### config.mk
export PLATFORM = sky130hd
export DESIGN_NAME = mole_round_controller_flat
export DESIGN_NICKNAME = d
export VERILOG_FILES = /design/src/rtl/mole_round_controller_if.sv /design/src/rtl/mole_round_controller.sv /design/src/flat_wrapper.sv
export SDC_FILE = /design/constraint.sdc
export NUM_CORES = 1
export LEC_CHECK = 0
export BUFFER_PORTS_ARGS = -buffer_cell sky130_fd_sc_hd__buf_4
export CAP_MARGIN = 5
export CORE_ASPECT_RATIO = 0.5
export CORE_MARGIN = 8
export CORE_UTILIZATION = 52
export CTS_BUF_LIST = sky130_fd_sc_hd__clkbuf_8
export DETAILED_ROUTE_END_ITERATION = 7
export GPL_ROUTABILITY_DRIVEN = 0
export GPL_TIMING_DRIVEN = 0
export PLACE_DENSITY = 0.82
export SLEW_MARGIN = 5
export SYNTH_ARGS = -nofsm -noshare
export SYNTH_HDL_FRONTEND = slang
export SYNTH_SLANG_ARGS = --single-unit
### constraint.sdc
create_clock -name clock -period 2.3 [get_ports clock]
set_input_delay 0.23 -clock clock [delete_from_list [all_inputs] [get_ports clock]]
set_output_delay 0.23 -clock clock [all_outputs]
set_load 0.05 [all_outputs]
### src/rtl/mole_round_controller_if.sv
// Round-engine signal bundle: game/hit/speed/gap in from the front end, mole/score/misses/round_done out to the displays.
interface mole_round_controller_if #(
  parameter int N_MOLES = 3,
  parameter int CNT_W   = 28,
  parameter int SCORE_W = 8
);
  logic               game;
  logic [N_MOLES-1:0] hit;
  logic [CNT_W-1:0]   speed;
  logic [CNT_W-1:0]   gap;
  logic [N_MOLES-1:0] mole;
  logic [SCORE_W-1:0] score;
  logic [SCORE_W-1:0] misses;
  logic               round_done;

  modport master (
    output game, hit, speed, gap,
    input  mole, score, misses, round_done
  );

  modport slave (
    input  game, hit, speed, gap,
    output mole, score, misses, round_done
  );
endinterface

### src/rtl/mole_round_controller.sv
// Whack-a-mole round engine (IDLE/GAP/SELECT/UP), LFSR mole pick, saturating hit/miss scoring; all outputs registered, 1-cycle hit latency.
// Optional MOLE_MISS_PENALTY_EN: a wrong-button pulse during UP decrements score (floor 0).
module mole_round_controller #(
  parameter int N_MOLES = 3,
  parameter int CNT_W   = 28,
  parameter int SCORE_W = 8
) (
  input  logic                          clock,
  input  logic                          reset,
  mole_round_controller_if.slave        bus
);
  localparam int IDX_W = (N_MOLES > 1) ? $clog2(N_MOLES) : 1;

  localparam logic [1:0] IDLE   = 2'd0;
  localparam logic [1:0] GAP    = 2'd1;
  localparam logic [1:0] SELECT = 2'd2;
  localparam logic [1:0] UP     = 2'd3;

  localparam logic [15:0]        LFSR_SEED = 16'hACE1;
  localparam logic [SCORE_W-1:0] SCORE_MAX = '1;
  localparam logic [SCORE_W-1:0] SCORE_ONE = {{(SCORE_W-1){1'b0}}, 1'b1};
  localparam logic [CNT_W-1:0]   CNT_ONE   = {{(CNT_W-1){1'b0}}, 1'b1};
  localparam logic [N_MOLES-1:0] MOLE_ONE  = {{(N_MOLES-1){1'b0}}, 1'b1};

  logic [1:0]         state;
  logic [CNT_W-1:0]   timer;
  logic [15:0]        lfsr;
  logic [IDX_W-1:0]   idx;
  logic [N_MOLES-1:0] mole_q;
  logic [SCORE_W-1:0] score_q;
  logic [SCORE_W-1:0] misses_q;
  logic               done_q;

  logic [IDX_W-1:0]   cand;
  logic               cand_ok;
  logic               lfsr_fb;
  logic [N_MOLES-1:0] cand_mask;
  logic [N_MOLES-1:0] idx_mask;
  logic               hit_ok;
  logic               wrong_hit;

  // Fibonacci taps 16,14,13,11; a non-zero seed never reaches the all-zero lock-up state.
  assign lfsr_fb   = lfsr[15] ^ lfsr[13] ^ lfsr[12] ^ lfsr[10];
  assign cand      = lfsr[IDX_W-1:0];
  assign cand_ok   = (int'(cand) < N_MOLES);
  assign cand_mask = MOLE_ONE << cand;
  assign idx_mask  = MOLE_ONE << idx;
  assign hit_ok    = |(bus.hit & idx_mask);
  assign wrong_hit = |(bus.hit & ~idx_mask);

  always_ff @(posedge clock or posedge reset) begin
    if (reset) begin
      state    <= IDLE;
      timer    <= '0;
      lfsr     <= LFSR_SEED;
      idx      <= '0;
      mole_q   <= '0;
      score_q  <= '0;
      misses_q <= '0;
      done_q   <= 1'b0;
    end else begin
      done_q <= 1'b0;
      if (!bus.game) begin
        // score/misses are held so the final result stays on the display
        state  <= IDLE;
        mole_q <= '0;
      end else begin
        case (state)
          IDLE: begin
            mole_q   <= '0;
            score_q  <= '0;
            misses_q <= '0;
            timer    <= bus.gap;
            state    <= GAP;
          end
          GAP: begin
            mole_q <= '0;
            if (timer == '0) state <= SELECT;
            else             timer <= timer - CNT_ONE;
          end
          SELECT: begin
            lfsr <= {lfsr[14:0], lfsr_fb};
            if (cand_ok) begin
              idx    <= cand;
              mole_q <= cand_mask;
              timer  <= bus.speed;
              state  <= UP;
            end
          end
          UP: begin
            // a correct hit on the timeout cycle still scores as a hit
            if (hit_ok || timer == '0) begin
              if (hit_ok) begin
                if (score_q != SCORE_MAX) score_q <= score_q + SCORE_ONE;
              end else if (misses_q != SCORE_MAX) begin
                misses_q <= misses_q + SCORE_ONE;
              end
              done_q <= 1'b1;
              mole_q <= '0;
              timer  <= bus.gap;
              state  <= GAP;
            end else begin
              timer <= timer - CNT_ONE;
            end
`ifdef MOLE_MISS_PENALTY_EN
            if (!hit_ok && wrong_hit && score_q != '0) score_q <= score_q - SCORE_ONE;
`endif
          end
        endcase
      end
    end
  end

`ifndef MOLE_MISS_PENALTY_EN
  logic unused_wrong;
  assign unused_wrong = wrong_hit;
`endif

  assign bus.mole       = mole_q;
  assign bus.score      = score_q;
  assign bus.misses     = misses_q;
  assign bus.round_done = done_q;
endmodule

### src/flat_wrapper.sv
// flat-port wrapper written by rule: the top's interface ports become plain ports
module mole_round_controller_flat 
#(
  parameter int N_MOLES = 3,
  parameter int CNT_W   = 28,
  parameter int SCORE_W = 8
)
  (clock, reset, bus_game, bus_hit, bus_speed, bus_gap, bus_mole, bus_score, bus_misses, bus_round_done);
  mole_round_controller_if #(.N_MOLES(N_MOLES), .CNT_W(CNT_W), .SCORE_W(SCORE_W)) bus_i ();
  input  logic clock;
  input  logic reset;
  input wire logic [$bits(bus_i.game)-1:0] bus_game;
  input wire logic [$bits(bus_i.hit)-1:0] bus_hit;
  input wire logic [$bits(bus_i.speed)-1:0] bus_speed;
  input wire logic [$bits(bus_i.gap)-1:0] bus_gap;
  output wire logic [$bits(bus_i.mole)-1:0] bus_mole;
  output wire logic [$bits(bus_i.score)-1:0] bus_score;
  output wire logic [$bits(bus_i.misses)-1:0] bus_misses;
  output wire logic [$bits(bus_i.round_done)-1:0] bus_round_done;
  assign bus_i.game = bus_game;
  assign bus_i.hit = bus_hit;
  assign bus_i.speed = bus_speed;
  assign bus_i.gap = bus_gap;
  assign bus_mole = bus_i.mole;
  assign bus_score = bus_i.score;
  assign bus_misses = bus_i.misses;
  assign bus_round_done = bus_i.round_done;
  mole_round_controller #(.N_MOLES(N_MOLES), .CNT_W(CNT_W), .SCORE_W(SCORE_W)) u_core (.clock(clock), .reset(reset), .bus(bus_i));
endmodule
==> metrics.md <==
| Metric | Value |
|---|---|
| Result of the run | `finished, violations left` |
| Failing checks | `negative setup slack` |
| Die Footprint | `0.0116 mm²` |
| Sinks on Clock Net | `68` |
| Clock tree from TritonCTS | `yes` |
| Number of warnings printed during yosys synthesis | `0` |
| Crit path to | `u_core.timer[27]` |
| Final critical-path required period | `2.63 ns` |
| Relative slew slack | `41.7%` |
| Number of vias after detailed routing | `4805` |
| Setup crit start | `u_core.timer[18]` |
| Register-to-register setup slack | `-0.33 ns` |
| Pwr Density | `1140 mW/mm²` |
| Worst r2r src | `u_core.timer[18]` |
| Most frequent standard cell in the layout excluding fill and tap cells | `buf_4` |
| Antenna diode instance count | `0` |
| Internal Pwr Total | `3.73 mW` |
| Count of state elements after synthesis | `68` |
| Std-Cell Rows | `23` |
| Number of vias per cell after detailed routing | `6.75` |
| Type of origin of the critical path | `register` |
| Timing-limited maximum frequency | `380 MHz` |
| CTS clock-pin slew for the worst setup and hold paths | `0.09 ns` |
| Setup CP Type | `register to register` |
| Worst endpoint data arrival time | `2.87 ns` |
| Routed wire length per instance | `23.1 µm` |
| Finish-stage setup viols | `39` |
| Cell depth of the worst setup path | `9` |
| Skew-Pair Late Insertion Delay | `0.38 ns` |
| Maximum count of clock buffers along a single path | `2` |
| Top-level port count | `82` |
| Capture instance of the worst register-to-register path | `u_core.timer[27]` |
| Worst ir drop on vdd | `0.652 mV` |
| Most area-consuming cells after synthesis | `dfrtp_1 (35%), dfstp_2 (4.9%), mux2_2 (4.2%)` |
| Most frequent cells in the layout | `buf_4 (116), dfrtp_1 (53), nor2_1 (45)` |
| Static Leak | `2.58 nW` |
| Htree depth | `3` |
| Initial core utilization | `53.7%` |
| Worst Path Buf+Inv | `3` |
| Post-route setup slack | `-0.330 ns` |
| Fill cells | `529` |
| Transition time at the pin with the least slew margin | `0.874 ns` |
| Area share of the leading cell type in the synthesized netlist | `35.0%` |
| Async S/R FF share, synth | `100%` |
| Avg Cell Area, Syn | `9.36 µm²` |
| Cell type with the highest occurrence count on the critical path | `buf_4` |
| P_sw | `3.21 mW` |
| Sequential share of power | `27.5%` |
| Pre-antenna DRT Iters | `7` |
| Count of flip-flops with a built-in enable after synthesis | `0` |
| Detailed placer's ending HPWL | `9810 µm` |
| Post-route non-filler standard cell count | `712` |
| Maximum number of pins on one net before global-route repair | `39` |
| Slowest cell on the critical path | `nor4_4` |
| Longest individual stage delay on the worst path | `0.49 ns` |
| Required time worst endpoint | `2.54 ns` |
| First DRT Iteration DRCs | `689` |
| Mapped Area | `0.00429 mm²` |
| Number of cells on the worst reg-to-reg path | `9` |
| Worst setup EP type | `register` |
| Initial antenna violation count | `0` |
| Total Power | `6.94 mW` |
| Sequential cell area fraction in the yosys report | `39.9%` |
| Most used flip-flop cell after synthesis | `dfrtp_1` |
| Largest clock skew in the final design | `0.0179 ns` |
| Final clock period utilization by the worst path | `114%` |
| Placed Cells incl. Taps | `653` |
| Buffer cell driving the clock tree root | `clkbuf_8` |
| Die Y | `80.3 µm` |
| Overall routed net length | `16500 µm` |
| Number of antenna-violating nets in the routed design | `0` |
| Global-route usage over all layers | `27.5%` |
| Total grt overflow | `0` |
| Comb power frac | `57.5%` |
| Cell accounting for the most synthesized area | `dfrtp_1` |
| Area added between synthesis and finish | `41.2%` |
| Switching Fraction | `46.3%` |
| Post-layout net count | `666` |
| Global-route wire length before repair | `24800 µm` |
| Clock network power share | `15.0%` |
| Cell count after synthesis | `459` |
| Die extent in x | `145 µm` |
| Distinct cell type count after synthesis | `65` |
| Number of buffers created by CTS | `9` |
| DRC Markers | `0` |
| Maximum net fanout on the critical path | `6` |
| Fraction of layout instances using a drive strength above 1 | `41.3%` |
| Cells along the critical path | `nor4_4 -> nand4_1 -> o31ai_4 -> buf_4 -> nor3_2 -> buf_6 -> buf_4 -> a221oi_1 -> o211ai_1` |
| Area of the core region | `0.00800 mm²` |
| Top cell family by delay on the critical path | `simple AND/OR/NAND/NOR gates` |
| Count of final hold-check violations | `0` |
| Number of buffer cells added on primary ports | `81` |
| Count of maximum capacitance violations | `0` |
| Worst min-delay path category | `primary input to register` |
| Final number of max-transition violations | `0` |
| Net count after synthesis | `530` |
| Via count of the first global-routing pass | `4731` |
| RSZ-0062 raised after global routing | `yes` |
==> flip-flops by register name, indices dropped and copies added, names as in the netlist <==
register,count
u_core.state,2
u_core.bus.mole,3
u_core.idx,2
u_core.lfsr,16
u_core.timer,28
u_core.bus.score,8
u_core.bus.misses,8
u_core.bus.round_done,1
==> timing repair <==
item,CTS,global route
endpoints found under the setup margin,40,41
pin swaps,27,22
gates cloned,3,1
gates resized for setup,70,38
buffers inserted,33,8
endpoints found under the hold margin,27,0
hold buffers,1,0
==> cells by family (layout without fill, tap and decap cells) <==
| family | Yosys count | in the layout | synth area share (%) |
|---|---|---|---|
| adder cells (fa/ha/maj) | 9 | 9 | 2.62 |
| AO/OA/AOI/OAI | 141 | 141 | 24.1 |
| flip-flops | 68 | 68 | 39.9 |
| AND/OR/NAND/NOR | 164 | 164 | 20.4 |
| buffers and inverters | 37 | 178 | 3.85 |
| XOR/XNOR | 22 | 22 | 4.49 |
| multiplexers | 18 | 18 | 4.66 |
==> routing by layer <==
layer / vias up / GRT usage (%) / wire length [µm]
li1: 2023 / - / -
met1: 2260 / 34.3 / 6390
met2: 401 / 41.7 / 7160
met3: 121 / 10.5 / 2050
met4: 0 / 13.0 / 877
met5: - / 0 / 0
==> worst min-delay path by stage <==
stage               slack, ns        start          endpoint  depth (start not counted)
global route             0.07  bus_gap[26]  u_core.timer[26]                          2
CTS                      0.08  bus_gap[17]  u_core.timer[17]                          3
floorplan                0.35  bus_gap[14]  u_core.timer[14]                          2
finish                   0.08  bus_gap[26]  u_core.timer[26]                          2
detailed placement       0.26        reset   u_core.timer[1]                          2
global placement         0.45   bus_gap[3]   u_core.timer[3]                          3
==> power by group through the flow <==
| stage | Sequential, mW | Clock (mW) | Combinational, mW |
|---|---|---|---|
| 3_3_place_gp | 1.82 | 0 | 2.62 |
| 6_report | 1.91 | 1.04 | 3.99 |
| 3_5_place_dp | 1.84 | 0 | 2.67 |
| 5_1_grt | 1.93 | 1.11 | 4.19 |
| 4_1_cts | 1.82 | 1.03 | 3.50 |
| 2_1_floorplan | 1.82 | 0 | 1.90 |
==> cell type report <==
class / count / area, µm² / share of cell area (%)
inverters: 11 / 43.8 / 0.722
well taps: 112 / 140 / 2.31
flip-flops and latches: 68 / 1720 / 28.4
multi-input cells: 354 / 2730 / 44.9
clock inverters: 7 / 76.3 / 1.26
plain buffers: 24 / 178 / 2.93
repair buffers: 127 / 1060 / 17.4
clock buffers: 9 / 124 / 2.04
==> cells in the mapped netlist, types with 7 or more instances <==
cell,instances
nand3_1,12
dfstp_2,8
nor3_1,8
ha_1,9
nor4_1,8
a22oi_1,21
a32oi_1,7
a2bb2oi_1,8
dfrtp_1,60
mux2_2,16
o221ai_1,9
o21ai_0,25
inv_1,11
o21ai_1,7
nand4_1,9
o211ai_1,12
xnor2_1,12
a21oi_1,9
xor2_1,10
nand2_1,35
clkbuf_1,15
nor2_1,48
buf_2,9
==> worst register-to-register path: cells and delay by family, from the launching register on <==
kind	cells	cell delay (ns)
simple gates	3	0.83
compound gates	3	0.71
flops	1	0.48
buf+inv	3	0.48
==> stage by stage <==
| stage | setup slack, ns | hold WS, ns | TNS, ns | area [µm²] | utilization (%) |
|---|---|---|---|---|---|
| finish | -0.330 | 0.0835 | -7.90 | 6060 | 75.8 |
| detailed placement | -0.677 | 0.262 | -18.19 | 5080 | 63.5 |
| global placement | -0.701 | 0.453 | -51.04 | 5060 | 63.3 |
| CTS | -0.167 | 0.0778 | -2.71 | 5880 | 73.5 |
| global route | -0.354 | 0.0685 | -9.74 | 6060 | 75.8 |
| floorplan | -0.133 | 0.353 | -1.42 | 4310 | - |
(Power assumes the default switching activity.)
